### src/rtl/dino_input_conditioner_pkg.sv
// Shared types and helpers for the push-button input conditioner.
// State encodings and channel indices are fixed so debug captures decode consistently.
package dino_input_conditioner_pkg;

   typedef enum logic [1:0] {
      RELEASED     = 2'd0,
      PRESS_WAIT   = 2'd1,
      PRESSED      = 2'd2,
      RELEASE_WAIT = 2'd3
   } db_state_t;

   localparam int BTN_JUMP = 0;
   localparam int BTN_HALT = 1;
   localparam int BTN_DBG  = 2;

   localparam int GLITCH_W = 8;

   function automatic logic [GLITCH_W-1:0] sat_add(input logic [GLITCH_W-1:0] acc,
                                                   input logic [GLITCH_W-1:0] inc);
      logic [GLITCH_W:0] sum;
      sum = {1'b0, acc} + {1'b0, inc};
      return sum[GLITCH_W] ? {GLITCH_W{1'b1}} : sum[GLITCH_W-1:0];
   endfunction

endpackage

### src/rtl/dino_input_conditioner_if.sv
// Button pad inputs and conditioned outputs between the pads/config and one game.
interface dino_input_conditioner_if #(
   parameter int N_CH = 3
);
   logic [N_CH-1:0] btn_raw;
   logic            cfg_bypass;
   logic [N_CH-1:0] btn_level;
   logic [N_CH-1:0] btn_rise;
   logic [N_CH-1:0] btn_fall;
   logic [7:0]      dbg_glitch_count;

   modport master (
      output btn_raw, cfg_bypass,
      input  btn_level, btn_rise, btn_fall, dbg_glitch_count
   );

   modport slave (
      input  btn_raw, cfg_bypass,
      output btn_level, btn_rise, btn_fall, dbg_glitch_count
   );
endinterface

### src/rtl/dino_input_conditioner_debounce_channel.sv
// One button channel: 2FF synchronizer, debounce FSM with qualification counter, edge pulses.
//
//   state        | meaning
//   RELEASED     | level 0, input stable low
//   PRESS_WAIT   | level 0, counting consecutive high samples
//   PRESSED      | level 1, input stable high
//   RELEASE_WAIT | level 1, counting consecutive low samples
module dino_input_conditioner_debounce_channel
   import dino_input_conditioner_pkg::*;
#(
   parameter int DB_CYCLES = 20000
) (
   input  logic clk,
   input  logic sys_rst,
   input  logic btn_raw,
   input  logic cfg_bypass,
   output logic btn_level,
   output logic btn_rise,
   output logic btn_fall,
   output logic glitch
);

   localparam int CNT_W = $clog2(DB_CYCLES + 1);
   localparam logic [CNT_W-1:0] CNT_ONE = CNT_W'(1);
   localparam logic [CNT_W-1:0] CNT_TC  = CNT_W'(DB_CYCLES - 1);

   logic             sync1;
   logic             sync2;
   db_state_t        state;
   logic [CNT_W-1:0] cnt;

   always_ff @(posedge clk) begin
      if (sys_rst) begin
         sync1     <= 1'b0;
         sync2     <= 1'b0;
         state     <= RELEASED;
         cnt       <= '0;
         btn_level <= 1'b0;
         btn_rise  <= 1'b0;
         btn_fall  <= 1'b0;
         glitch    <= 1'b0;
      end else begin
         sync1    <= btn_raw;
         sync2    <= sync1;
         btn_rise <= 1'b0;
         btn_fall <= 1'b0;
         glitch   <= 1'b0;
         if (cfg_bypass) begin
            // Park the FSM on the settled state so leaving bypass needs no requalification.
            state     <= sync2 ? PRESSED : RELEASED;
            cnt       <= '0;
            btn_level <= sync2;
            btn_rise  <= sync2 & ~btn_level;
            btn_fall  <= ~sync2 & btn_level;
         end else begin
            case (state)
               RELEASED: begin
                  if (sync2) begin
                     state <= PRESS_WAIT;
                     cnt   <= CNT_ONE;
                  end
               end
               PRESS_WAIT: begin
                  if (!sync2) begin
                     state  <= RELEASED;
                     cnt    <= '0;
                     glitch <= 1'b1;
                  end else if (cnt == CNT_TC) begin
                     state     <= PRESSED;
                     cnt       <= '0;
                     btn_level <= 1'b1;
                     btn_rise  <= 1'b1;
                  end else begin
                     cnt <= cnt + CNT_ONE;
                  end
               end
               PRESSED: begin
                  if (!sync2) begin
                     state <= RELEASE_WAIT;
                     cnt   <= CNT_ONE;
                  end
               end
               RELEASE_WAIT: begin
                  if (sync2) begin
                     state  <= PRESSED;
                     cnt    <= '0;
                     glitch <= 1'b1;
                  end else if (cnt == CNT_TC) begin
                     state     <= RELEASED;
                     cnt       <= '0;
                     btn_level <= 1'b0;
                     btn_fall  <= 1'b1;
                  end else begin
                     cnt <= cnt + CNT_ONE;
                  end
               end
            endcase
         end
      end
   end

endmodule

### src/rtl/dino_input_conditioner.sv
// Per-game button conditioner: one debounce channel per button plus a shared
// saturating count of rejected bounces for logic-analyzer debug.
module dino_input_conditioner
   import dino_input_conditioner_pkg::*;
#(
   parameter int N_CH      = 3,
   parameter int DB_CYCLES = 20000
) (
   input  logic                    clk,
   input  logic                    sys_rst,
   dino_input_conditioner_if.slave bus
);

   localparam int SUM_W = $clog2(N_CH + 1);

   logic [N_CH-1:0]     level_v;
   logic [N_CH-1:0]     rise_v;
   logic [N_CH-1:0]     fall_v;
   logic [N_CH-1:0]     glitch_v;
   logic [SUM_W-1:0]    glitch_sum;
   logic [GLITCH_W-1:0] glitch_count;

   for (genvar g = 0; g < N_CH; g++) begin : g_ch
      dino_input_conditioner_debounce_channel #(
         .DB_CYCLES (DB_CYCLES)
      ) u_ch (
         .clk        (clk),
         .sys_rst    (sys_rst),
         .btn_raw    (bus.btn_raw[g]),
         .cfg_bypass (bus.cfg_bypass),
         .btn_level  (level_v[g]),
         .btn_rise   (rise_v[g]),
         .btn_fall   (fall_v[g]),
         .glitch     (glitch_v[g])
      );
   end

   always_comb begin
      glitch_sum = '0;
      for (int i = 0; i < N_CH; i++) begin
         glitch_sum = glitch_sum + SUM_W'(glitch_v[i]);
      end
   end

   always_ff @(posedge clk) begin
      if (sys_rst) begin
         glitch_count <= '0;
      end else begin
         glitch_count <= sat_add(glitch_count, GLITCH_W'(glitch_sum));
      end
   end

   assign bus.btn_level        = level_v;
   assign bus.btn_rise         = rise_v;
   assign bus.btn_fall         = fall_v;
   assign bus.dbg_glitch_count = glitch_count;

endmodule
### src/flat_wrapper.sv
// flat-port wrapper written by rule: the top's interface ports become plain ports
module dino_input_conditioner_flat import dino_input_conditioner_pkg::*;
#(
   parameter int N_CH      = 3,
   parameter int DB_CYCLES = 20000
)
  (clk, sys_rst, bus_btn_raw, bus_cfg_bypass, bus_btn_level, bus_btn_rise, bus_btn_fall, bus_dbg_glitch_count);
  dino_input_conditioner_if #(.N_CH(N_CH)) bus_i ();
  input  logic clk;
  input  logic sys_rst;
  input wire logic [$bits(bus_i.btn_raw)-1:0] bus_btn_raw;
  input wire logic [$bits(bus_i.cfg_bypass)-1:0] bus_cfg_bypass;
  output wire logic [$bits(bus_i.btn_level)-1:0] bus_btn_level;
  output wire logic [$bits(bus_i.btn_rise)-1:0] bus_btn_rise;
  output wire logic [$bits(bus_i.btn_fall)-1:0] bus_btn_fall;
  output wire logic [$bits(bus_i.dbg_glitch_count)-1:0] bus_dbg_glitch_count;
  assign bus_i.btn_raw = bus_btn_raw;
  assign bus_i.cfg_bypass = bus_cfg_bypass;
  assign bus_btn_level = bus_i.btn_level;
  assign bus_btn_rise = bus_i.btn_rise;
  assign bus_btn_fall = bus_i.btn_fall;
  assign bus_dbg_glitch_count = bus_i.dbg_glitch_count;
  dino_input_conditioner #(.N_CH(N_CH), .DB_CYCLES(DB_CYCLES)) u_core (.clk(clk), .sys_rst(sys_rst), .bus(bus_i));
endmodule
### config.mk
export PLATFORM = sky130hd
export DESIGN_NAME = dino_input_conditioner_flat
export DESIGN_NICKNAME = d
export VERILOG_FILES = /design/src/rtl/dino_input_conditioner_pkg.sv /design/src/rtl/dino_input_conditioner_if.sv /design/src/rtl/dino_input_conditioner_debounce_channel.sv /design/src/rtl/dino_input_conditioner.sv /design/src/flat_wrapper.sv
export SDC_FILE = /design/constraint.sdc
export NUM_CORES = 1
export LEC_CHECK = 0
export BUFFER_PORTS_ARGS = -buffer_cell sky130_fd_sc_hd__buf_2
export CAP_MARGIN = 20
export CORE_MARGIN = 1.5
export CORE_UTILIZATION = 40
export CTS_BUF_LIST = sky130_fd_sc_hd__clkbuf_4 sky130_fd_sc_hd__clkbuf_8 sky130_fd_sc_hd__clkbuf_16
export DETAILED_ROUTE_END_ITERATION = 16
export GPL_TIMING_DRIVEN = 0
export SLEW_MARGIN = 20
export SYNTH_ARGS = -nofsm -noshare
export SYNTH_HDL_FRONTEND = slang
export SYNTH_HIERARCHICAL = 1
export SYNTH_SLANG_ARGS = --single-unit
export TNS_END_PERCENT = 1
### constraint.sdc
create_clock -name clk -period 2.5 [get_ports clk]
set_clock_uncertainty 0.2 [all_clocks]
set_input_delay 0.25 -clock clk [delete_from_list [all_inputs] [get_ports clk]]
set_output_delay 0.25 -clock clk [all_outputs]
set_load 0.03 [all_outputs]
# == Word level (Yosys, flattened, before mapping) ==
# Cells that the tools add are included.
# classes
add_sub_neg,6
n_eq_ne,42
mux,94
bitwise_logic,12
n_reduce_logical,16
# op_table
operator,count
$mux W15,15
$pmux W15 S4,3
$ne A3 B3 Y1 const B,18
$mux W2,24
$add A15 B1 Y15 const B,3
$eq A15 B15 Y1 const B,3
$mux W1,42
$ne A4 B4 Y1 const B,6
$pmux W2 S4,3
$reduce_and A5 Y1,3
$eq A2 B2 Y1 const B,6
$ne A2 B2 Y1 const B,6
$pmux W1 S2,6
$reduce_and A4 Y1,3
$add A8 B2 Y9,1
$reduce_bool A3 Y1,3
$mux W8,1
$and A1 B1 Y1,6
$eq A2 B1 Y1 const B,3
$logic_not A2 Y1,3
$not A1 Y1,6
$reduce_and A2 Y1,3
$add A1 B1 Y2,1
$add A2 B1 Y2,1
$reduce_or A2 Y1,1
# totals
ff_bits,77
input_bits,6
out_inout_bits,17
wordCells,195

# == Depth between registers and ports, before layout ==
# Gate-level depths: netlist of run 1.
# depth
depth_word,5
depth_mapped,7
depth_no_buf,6

# == By module ==
# The synthesis of run 1 kept the hierarchy.
# by_module_without_submodules
mod,instances,cells_per_inst,area_per_inst_um2,seq_area_each_um2
dino_input_conditioner_debounce_channel at u_core.g_ch[0].u_ch ...,2,134,1173.6,460.4
dino_input_conditioner_debounce_channel at u_core.g_ch[2].u_ch,1,128,1162.4,460.4
dino_input_conditioner,1,43,414.1,160.2

# == Least setup slack after synthesis of run 1 ==
# Ideal clock, no wire load.
# synth_timing
path_type,register to register
startpoint,"reg u_core.glitch_count[0], in the netlist u_core/bus.dbg_glitch_count[0]"
endpoint,"reg u_core.glitch_count[6], in the netlist u_core/bus.dbg_glitch_count[6]"
setup_ps,79
arrival_ps,2297
required_time_ps,2221
path_slack_ps,-76
stages_incl_launch_ff,8
path_buffers,1
synth_period_minus_slack_ps,2576
cell_sequence,dfxtp_1 fa_1 ha_1 fa_1 and3_1 buf_2 and4b_1 a211oi_2
# synth_via
elab_chain_cells,2
# synth_lines
element,line,source
start: declaration,dino_input_conditioner.sv:21,logic [GLITCH_W-1:0] glitch_count;
start signal: assignment,dino_input_conditioner.sv:49,"glitch_count <= sat_add(glitch_count, GLITCH_W'(glitch_sum));"
$add A8 B2 Y9,dino_input_conditioner_pkg.sv:21,"sum = {1'b0, acc} + {1'b0, inc};"
$mux W8,dino_input_conditioner_pkg.sv:22,return sum[GLITCH_W] ? {GLITCH_W{1'b1}} : sum[GLITCH_W-1:0];
# Every way passes these cells.
# A chain may end at the register's enable or synchronous reset.

# == Worst setup path in the final report of run 1 ==
# Same ends and word-level chain as after synthesis.

==> results of run 1 <==
[final cells by class]
type | count | area, sq um
clock inverters | 6 | 86.3
multi-input cells | 322 | 2190
flip-flops and latches | 77 | 1540
plain buffers | 28 | 150
repair buffers | 24 | 135
inverters | 12 | 45.0
fillers | 947 | 4920
well taps | 129 | 161
clock buffers | 10 | 138
[sequential cells by signal (all words and copies together) (netlist names), named ones only]
| name | flops |
|---|---|
| u_core/g_ch.u_ch/btn_level | 3 |
| u_core/g_ch.u_ch/glitch | 3 |
| u_core/g_ch.u_ch/btn_rise | 3 |
| u_core/g_ch.u_ch/btn_fall | 3 |
| u_core/g_ch.u_ch/sync1 | 3 |
| u_core/bus.dbg_glitch_count | 8 |
| u_core/g_ch.u_ch/cnt | 45 |
| u_core/g_ch.u_ch/state | 3 |
| u_core/g_ch.u_ch/sync2 | 3 |
[metrics by stage]
| step | cell area (sq um) | utilization, % | worst slack (ns) | total power, uW | instances |
|---|---|---|---|---|---|
| floorplan | 3930 | - | 0.0437 | 1370 | 439 |
| global placement | 4190 | 44.7 | 0.0343 | 1400 | 589 |
| detailed placement | 4190 | 44.7 | 0.0263 | 1410 | 589 |
| CTS | 4450 | 47.4 | 0.00586 | 2470 | 608 |
| global route | 4450 | 47.5 | 0.0161 | 2530 | 608 |
| finish | 4450 | 47.5 | 0.0895 | 2420 | 608 |
[critical path: cells and delay by family (launching register included)]
kind,cells,cell delay (ns)
compound gates,1,0.19
buf+inv,1,0.15
fa+ha+maj,3,1.09
flops,1,0.34
simple gates,2,0.38
[kinds of logic after synthesis]
family,Yosys count
compound gates,100
buf+inv,40
xor+xnor,28
mux,5
flops,77
fa+ha+maj,7
simple gates,182
[cell usage in the layout, fill, tap and decap left out, drive strengths merged, types with 11 or more instances in the layout]
cell and count:
nor2b 11, and3 14, a211oi 11, o21ai 16
xor2 22, nand3 15, clkbuf 20, nand4 14
dfxtp 77, nor2 32, nand2 18, nor3 22
inv 12, a31oi 13, buf 39, a21oi 20
[final timing paths]
path | endpoint | slack (ns) | depth (start not counted)
worst max-delay path | u_core/bus.dbg_glitch_count[6] | 0.09 | 7
worst min-delay path | u_core/g_ch[1].u_ch/btn_fall | 0.11 | 3
worst max register to register | u_core/bus.dbg_glitch_count[6] | 0.09 | 7
worst min register to register | u_core/g_ch[2].u_ch/sync2 | 0.24 | 1
[timing repair]
| action | in CTS | in global routing |
|---|---|---|
| gates resized for setup | 0 | 2 |
| hold buffers | 3 | 0 |
| setup endpoints to repair | 0 | 1 |
| hold endpoints to repair | 3 | 0 |
[routing by layer]
| layer | wire (um) | track usage (%) |
|---|---|---|
| met5 | 0 | 0 |
| met4 | 68 | 5.37 |
| met3 | 275 | 4.31 |
| met2 | 3580 | 26.4 |
| met1 | 4050 | 22.9 |
[power groups by stage]
stage,Sequential (uW),Clock [uW],Combinational [uW]
6_report,1250,1040,134
5_1_grt,1250,1130,151
4_1_cts,1250,1090,135
3_5_place_dp,1280,0,131
3_3_place_gp,1280,0,129
2_1_floorplan,1280,0,86.9
==> impl_metrics.env, run 1 <==
export IMPL_critical_path_reg2reg_startpoint="u_core/bus.dbg_glitch_count[0]"
export IMPL_leakagePower_uw=0.00163
export IMPL_p_sw_uw=551
export IMPL_antenna_found_initial=0
export IMPL_num_vias=3242
export IMPL_floorplan_initialDensity_pct=41.9
export IMPL_cts_root_buffer="clkbuf_8"
export IMPL_critical_path_cell_chain="fa_1 -> ha_2 -> fa_2 -> and3_1 -> buf_2 -> and4b_1 -> a211oi_2"
export IMPL_tritoncts="done"
export IMPL_grt_first_pass_wirelength_um=14100
export IMPL_synthMostInstantiatedCell="dfxtp_1"
export IMPL_area_delta_synth_final_pct=13.4
export IMPL_critPathMaxStageDelay_ns=0.48
export IMPL_slowest_stage="fa_1"
export IMPL_die_w_um=102
export IMPL_timing_critical_path_required_ns=2.58
export IMPL_h_tree_depth=3
export IMPL_synth_area_leaders="dfxtp_1 (39%), xor2_1 (4.7%), nor2_1 (3.1%), nor3_1 (2.8%), and3_1 (2.2%)"
export IMPL_yosysWarnings=6
export IMPL_dominant_combinational_cell_family_by_area_after_synthesis="simple AND/OR/NAND/NOR gates"
export IMPL_cp_arrival_ns=2.49
export IMPL_run_status="completed"
export IMPL_yosys_area_top_type_share_pct=39.3
export IMPL_path_class="reg -> reg"
export IMPL_timing_final_max_slew_violations=0
export IMPL_cellPowerDensity_nw_per_um2=544
export IMPL_timing_max_slew_rel_slack_pct=37.9
export IMPL_synth_compound_gate_area_share_pct=18.4
export IMPL_postRouteWirelength_um=7970
export IMPL_power_frac_clock_pct=43.0
export IMPL_worst_pin_slew_ns=0.924
export IMPL_post_cts_setup_buffer_count=0
export IMPL_post_synth_instance_area_sq_um=3920
export IMPL_min_period_over_period_pct=96.4
export IMPL_place_gp_congestion=0.768
export IMPL_timing_critical_path_from="u_core/bus.dbg_glitch_count[0]"
export IMPL_top_cells_by_instance_count_after_synthesis="dfxtp_1 (77), nor2_1 (32), nor3_1 (22)"
export IMPL_vias_per_cell=5.33
export IMPL_path_clk_slew_ns=0.08
export IMPL_share_comb_of_total_power_pct=5.6
export IMPL_synthSimpleGateAreaFrac_pct=27.0
export IMPL_hold_path_class="in -> reg"
export IMPL_cp_max_fo=7
export IMPL_clockBufferDepth=2
export IMPL_worst_vdd_drop_mv=0.299
export IMPL_synth_enable_flop_cells=0
export IMPL_power_frac_seq_pct=51.5
export IMPL_finalSetupViolCount=0
export IMPL_timing_hold_worst_start="bus_cfg_bypass"
export IMPL_max_clock_freq_mhz=415
export IMPL_synth_area_mux_share_pct=1.28
export IMPL_grt_usage_pct=16.9
export IMPL_synth_top_cell_by_area="dfxtp_1"
export IMPL_syn_avg_cell_area_sq_um=8.94
export IMPL_worstSetupStartpointType="flop"
export IMPL_power_switching_share_pct=22.8
export IMPL_syn_nets=452
export IMPL_setup_tns_ns=0
export IMPL_io_buffers=21
export IMPL_globalRoute_totalOverflow=0
export IMPL_hold_slack_ns=0.114
export IMPL_synth_yosys_seq_area_share_pct=39.3
export IMPL_drt_initial_drc_count=97
export IMPL_synth_adder_area_share_pct=2.61
export IMPL_endpoint_kind="flop"
export IMPL_grt_start_max_net_pins=26
export IMPL_grt_setup_unrepaired="no"
export IMPL_rows=35
export IMPL_hold_violations=0
export IMPL_tritoncts_num_buffers=9
export IMPL_place_hpwl_um=5680
export IMPL_final_antenna_net_count=0
export IMPL_ys_async_sr_fraction_pct=0
export IMPL_number_of_global_route_vias_before_repair=3030
export IMPL_ys_seq_elements=77
export IMPL_nNetsFinal=487
export IMPL_dominantRegCellSynth="dfxtp_1"
export IMPL_maxCapViolations=0
export IMPL_ios=23
export IMPL_diode_insertion_count_for_antenna_repair=0
export IMPL_drt_drc_violations_left=0
export IMPL_numClockSinks=77
export IMPL_vertical_die_dimension_um=102
export IMPL_period_needed_ns=2.41
export IMPL_yosys_area_share_xor_xnor_pct=6.44
export IMPL_drt_pass1_iter_count=4
export IMPL_netlist_instances=439
export IMPL_wire_per_inst_um=13.1
export IMPL_synth_distinct_cells=56
export IMPL_drive_above_1_share_pct=15.7
export IMPL_design_die_area_sq_um=10400
export IMPL_intPower_uw=1870
export IMPL_worst_skew_pair_late_latency_ns=0.35
export IMPL_core_ar_sq_um=9370
Power figures use the tool's default switching activity.
==> run 2, diff against run 1 <==
Settings changed: CORE_UTILIZATION 40 to 55, PLACE_DENSITY from default to 0.76.
==> impl_metrics.env, run 2 (synthesis gave the netlist of run 1 again) <==
export IMPL_run_status="completed"
export IMPL_drt_initial_drc_count=177
export IMPL_vertical_die_dimension_um=87.5
export IMPL_diode_insertion_count_for_antenna_repair=0
export IMPL_design_die_area_sq_um=7650
export IMPL_worstSetupStartpointType="flop"
export IMPL_power_frac_clock_pct=41.3
export IMPL_rows=30
export IMPL_antenna_found_initial=0
export IMPL_die_w_um=87.5
export IMPL_intPower_uw=1800
export IMPL_drive_above_1_share_pct=15.4
export IMPL_finalSetupViolCount=0
export IMPL_tritoncts="done"
export IMPL_grt_first_pass_wirelength_um=14000
export IMPL_largest_register_ffs=45
export IMPL_floorplan_initialDensity_pct=57.4
export IMPL_p_sw_uw=554
export IMPL_postRouteWirelength_um=8080
export IMPL_layout_cells_most_common="dfxtp_1"
export IMPL_vias_per_cell=5.87
export IMPL_post_layout_total_power_uw=2350
export IMPL_ios=23
export IMPL_drt_pass1_iter_count=5
export IMPL_path_clk_slew_ns=0.08
export IMPL_slowest_stage="fa_1"
export IMPL_dp_worst_setup_slack_ns=0.0219
export IMPL_area_delta_synth_final_pct=12.0
export IMPL_cellPowerDensity_nw_per_um2=535
export IMPL_timing_max_slew_rel_slack_pct=44.2
export IMPL_grt_start_max_net_pins=26
export IMPL_place_gp_congestion=0.853
export IMPL_maxCapViolations=0
export IMPL_hold_path_class="in -> reg"
export IMPL_core_ar_sq_um=6830
export IMPL_share_comb_of_total_power_pct=5.7
export IMPL_leakagePower_uw=0.00162
export IMPL_postLayoutSetupSlackWorst_ns=0.0900
export IMPL_cp_max_fo=7
export IMPL_largest_register="u_core/g_ch.u_ch/cnt"
export IMPL_cp_arrival_ns=2.49
export IMPL_timing_critical_path_required_ns=2.58
export IMPL_number_of_global_route_vias_before_repair=3133
export IMPL_min_period_over_period_pct=96.4
export IMPL_final_fill_count=597
export IMPL_power_frac_seq_pct=53.0
export IMPL_clockBufferDepth=2
export IMPL_grt_usage_pct=22.8
export IMPL_wire_per_inst_um=14.1
export IMPL_max_clock_freq_mhz=415
export IMPL_endpoint_kind="flop"
export IMPL_drt_drc_violations_left=0
export IMPL_final_antenna_net_count=0
export IMPL_globalRoute_totalOverflow=0
export IMPL_numClockSinks=77
export IMPL_nNetsFinal=487
export IMPL_worst_skew_pair_late_latency_ns=0.35
export IMPL_worst_vdd_drop_mv=0.323
export IMPL_h_tree_depth=3
export IMPL_critPathMaxStageDelay_ns=0.47
export IMPL_cts_root_buffer="clkbuf_8"
export IMPL_path_class="reg -> reg"
export IMPL_hold_violations=0
export IMPL_place_hpwl_um=5690
export IMPL_num_vias=3374
export IMPL_grt_setup_unrepaired="no"
export IMPL_power_switching_share_pct=23.5
export IMPL_period_needed_ns=2.41
export IMPL_timing_final_max_slew_violations=0
export IMPL_setup_tns_ns=0
export IMPL_io_buffers=21
export IMPL_critical_path_cell_chain="fa_1 -> ha_1 -> fa_2 -> and3_1 -> buf_2 -> and4b_1 -> a211oi_2"
export IMPL_worst_pin_slew_ns=0.830
export IMPL_final_cell_mix="dfxtp_1 (76), buf_2 (33), nor2_1 (32)"
export IMPL_tritoncts_num_buffers=9
## run 2: cell count changes in the layout (fill, tap and decap cells not counted)
cell        before  now
bufinv_16        2    1
clkbuf_8        10   11
clkinv_2         2    1
clkinvlp_4       1    2
ha_1             4    5
ha_2             1    0
## run 2: area by class of cell
| cell class | instances | area (sq um) | area share, % |
|---|---|---|---|
| inverters | 12 | 45.0 | 1.03 |
| well taps | 96 | 120 | 2.73 |
| multi-input cells | 322 | 2190 | 49.8 |
| flip-flops and latches | 77 | 1540 | 35.1 |
| repair buffers | 24 | 135 | 3.08 |
| plain buffers | 28 | 150 | 3.42 |
| clock inverters | 5 | 58.8 | 1.34 |
| clock buffers | 11 | 151 | 3.45 |
## run 2: through the flow
| stage | utilization [%] | hold slack [ns] | instances | area (sq um) |
|---|---|---|---|---|
| 4_1_cts | 64.3 | 0.107 | 575 | 4390 |
| 6_report | 64.3 | 0.128 | 575 | 4390 |
| 5_1_grt | 64.3 | 0.139 | 575 | 4390 |
| 3_3_place_gp | 60.8 | 0.217 | 556 | 4150 |
| 2_1_floorplan | - | 0.115 | 439 | 3930 |
| 3_5_place_dp | 60.8 | 0.228 | 556 | 4150 |
## run 2: what timing repair did
item                                   in CTS  in global routing
setup endpoints to repair                   0                  1
hold buffers                                3                  0
buffers inserted                            0                  0
endpoints found under the hold margin       3                  0
resized for setup                           0                  1
## run 2: per-layer routing
metal  share of wire, %  vias to the layer above  global-route usage [%]
li1                   -                     1699                       -
met1                 47                     1588                    28.5
met2                 48                       80                    38.5
met3                4.5                        7                    5.31
met4                1.1                        0                    7.79
met5                  0                        -                       0
## run 2: worst max-delay path, delay by kind of cell (launching register included)
family                     cells  cell delay [ns]
and+or+nand+nor                2             0.38
buffers and inverters          1             0.15
AOI/OAI and AO/OA              1             0.19
adders and majority gates      3             1.09
DFF                            1             0.33
## run 2: final timing paths
check / startpoint / endpoint / slack (ns) / cells after the start
setup / recovery: u_core/bus.dbg_glitch_count[0] / u_core/bus.dbg_glitch_count[6] / 0.09 / 7
hold / removal: sys_rst / flop / 0.13 / 2
setup reg to reg: u_core/bus.dbg_glitch_count[0] / u_core/bus.dbg_glitch_count[6] / 0.09 / 7
hold reg to reg: u_core/g_ch[2].u_ch/sync1 / u_core/g_ch[2].u_ch/sync2 / 0.24 / 1
## run 2: power groups by stage
stage	clock network (uW)	logic (uW)	registers [uW]
3_3_place_gp	0	126	1280
5_1_grt	1060	150	1250
6_report	970	135	1250
3_5_place_dp	0	130	1280
4_1_cts	1010	134	1250
2_1_floorplan	0	86.9	1280
==> run 3, diff against run 2 <==
Settings changed: RECOVER_POWER from default to 25.
==> impl_metrics.env, run 3 (synthesis gave the netlist of run 1 again) <==
export IMPL_globalRoute_totalOverflow=0
export IMPL_timing_hold_worst_start="sys_rst"
export IMPL_cp_arrival_ns=2.49
export IMPL_rows=30
export IMPL_max_clock_freq_mhz=415
export IMPL_finalSetupViolCount=0
export IMPL_die_w_um=87.5
export IMPL_area_delta_synth_final_pct=11.4
export IMPL_endpoint_kind="flop"
export IMPL_r2r_cells=7
export IMPL_hold_path_class="in -> reg"
export IMPL_place_hpwl_um=5690
export IMPL_min_period_over_period_pct=96.5
export IMPL_grt_usage_pct=22.8
export IMPL_clockBufferDepth=2
export IMPL_number_of_global_route_vias_before_repair=3133
export IMPL_num_vias=3382
export IMPL_run_status="completed"
export IMPL_cp_max_fo=7
export IMPL_largest_register_ffs=45
export IMPL_worst_pin_slew_ns=0.830
export IMPL_drive_above_1_share_pct=11.9
export IMPL_path_clk_slew_ns=0.08
export IMPL_grt_first_pass_wirelength_um=14000
export IMPL_timing_critical_path_required_ns=2.58
export IMPL_timing_final_max_slew_violations=0
export IMPL_drt_drc_violations_left=0
export IMPL_layout_cells_most_common="dfxtp_1"
export IMPL_worst_vdd_drop_mv=0.322
export IMPL_wire_per_inst_um=14.1
export IMPL_tritoncts_num_buffers=9
export IMPL_maxCapViolations=0
export IMPL_critical_path_cell_chain="fa_1 -> ha_1 -> fa_2 -> and3_1 -> buf_2 -> and4b_1 -> a211oi_2"
export IMPL_critical_path_reg2reg_startpoint="u_core/bus.dbg_glitch_count[0]"
export IMPL_leakagePower_uw=0.00154
export IMPL_setup_tns_ns=0
export IMPL_hold_slack_ns=0.129
export IMPL_timing_critical_path_buf_inv=1
export IMPL_cellPowerDensity_nw_per_um2=537
export IMPL_antenna_found_initial=0
export IMPL_path_class="reg -> reg"
export IMPL_grt_start_max_net_pins=26
export IMPL_critical_path_top_delay_family="adder cells"
export IMPL_h_tree_depth=3
export IMPL_postRouteWirelength_um=8110
export IMPL_cts_root_buffer="clkbuf_8"
export IMPL_design_die_area_sq_um=7650
export IMPL_drt_initial_drc_count=175
export IMPL_vertical_die_dimension_um=87.5
export IMPL_largest_register="u_core/g_ch.u_ch/cnt"
export IMPL_drt_pass1_iter_count=5
export IMPL_place_gp_congestion=0.853
export IMPL_period_needed_ns=2.41
export IMPL_diode_insertion_count_for_antenna_repair=0
export IMPL_floorplan_initialDensity_pct=57.4
export IMPL_crit_reg2reg_capture="u_core/bus.dbg_glitch_count[6]"
export IMPL_grt_setup_unrepaired="no"
export IMPL_slowest_stage="fa_1"
export IMPL_timing_hold_worst_path_depth=2
export IMPL_numClockSinks=77
export IMPL_io_buffers=21
export IMPL_timing_max_slew_rel_slack_pct=44.2
export IMPL_nNetsFinal=487
export IMPL_critPathMaxStageDelay_ns=0.47
export IMPL_worst_skew_pair_late_latency_ns=0.35
export IMPL_tritoncts="done"
export IMPL_final_cell_mix="dfxtp_1 (76), nor2_1 (32), clkbuf_1 (27)"
export IMPL_core_ar_sq_um=6830
export IMPL_regToRegSetupSlack_ns=0.09
export IMPL_worstSetupStartpointType="flop"
export IMPL_vias_per_cell=5.88
export IMPL_hold_violations=0
export IMPL_ios=23
export IMPL_final_antenna_net_count=0
[run 3: how the worst max path moves through the flow]
stage | slack, ns | start | to | cells past startpoint
global placement | 0.04 | u_core/bus.dbg_glitch_count[0] | u_core/bus.dbg_glitch_count[6] | 7
finish | 0.09 | u_core/bus.dbg_glitch_count[0] | u_core/bus.dbg_glitch_count[6] | 7
CTS | 0.01 | u_core/bus.dbg_glitch_count[0] | u_core/bus.dbg_glitch_count[6] | 7
global route | 0.002 | u_core/bus.dbg_glitch_count[0] | u_core/bus.dbg_glitch_count[6] | 7
detailed placement | 0.02 | u_core/bus.dbg_glitch_count[0] | u_core/bus.dbg_glitch_count[6] | 7
floorplan | 0.04 | u_core/bus.dbg_glitch_count[0] | u_core/bus.dbg_glitch_count[6] | 7
[run 3: final cells by class]
type                            count  area (sq um)
Clock buffer                       11           151
Clock inverter                      5          58.8
Sequential cell                    77          1540
Tap cell                           96           120
Timing Repair Buffer               24           116
Fill cell                         603          2460
Buffer                             28           148
Multi-Input combinational cell    322          2190
Inverter                           12          45.0
[run 3: what timing repair did]
action / CTS / global route
gates resized for setup: 0 / 1
setup buffers: 0 / 0
hold endpoints to repair: 3 / 0
setup endpoints to repair: 0 / 1
hold buffers: 3 / 0
[run 3: where the power goes]
part / leakage, uW / internal, uW / switching, uW
sequential: 0.000623 / 1240 / 8.93
combinational: 0.000820 / 42.8 / 90.4
clock: 0.000102 / 515 / 454
[run 3: per-layer routing]
metal	GRT usage [%]	part of all wire (%)
met1	28.5	47
met2	38.5	48
met3	5.31	4.1
met4	7.79	1.1
met5	0	0
[run 3: stage by stage]
stage | total power [uW] | instance area [sq um] | setup slack, ns | cells | util [%]
after detailed placement | 1410 | 4150 | 0.0219 | 556 | 60.8
after CTS | 2390 | 4390 | 0.0145 | 575 | 64.3
after global routing | 2450 | 4370 | 0.00205 | 575 | 64.0
final | 2350 | 4370 | 0.0879 | 575 | 64.0
after floorplan | 1370 | 3930 | 0.0437 | 439 | -
after global placement | 1400 | 4150 | 0.0388 | 556 | 60.8
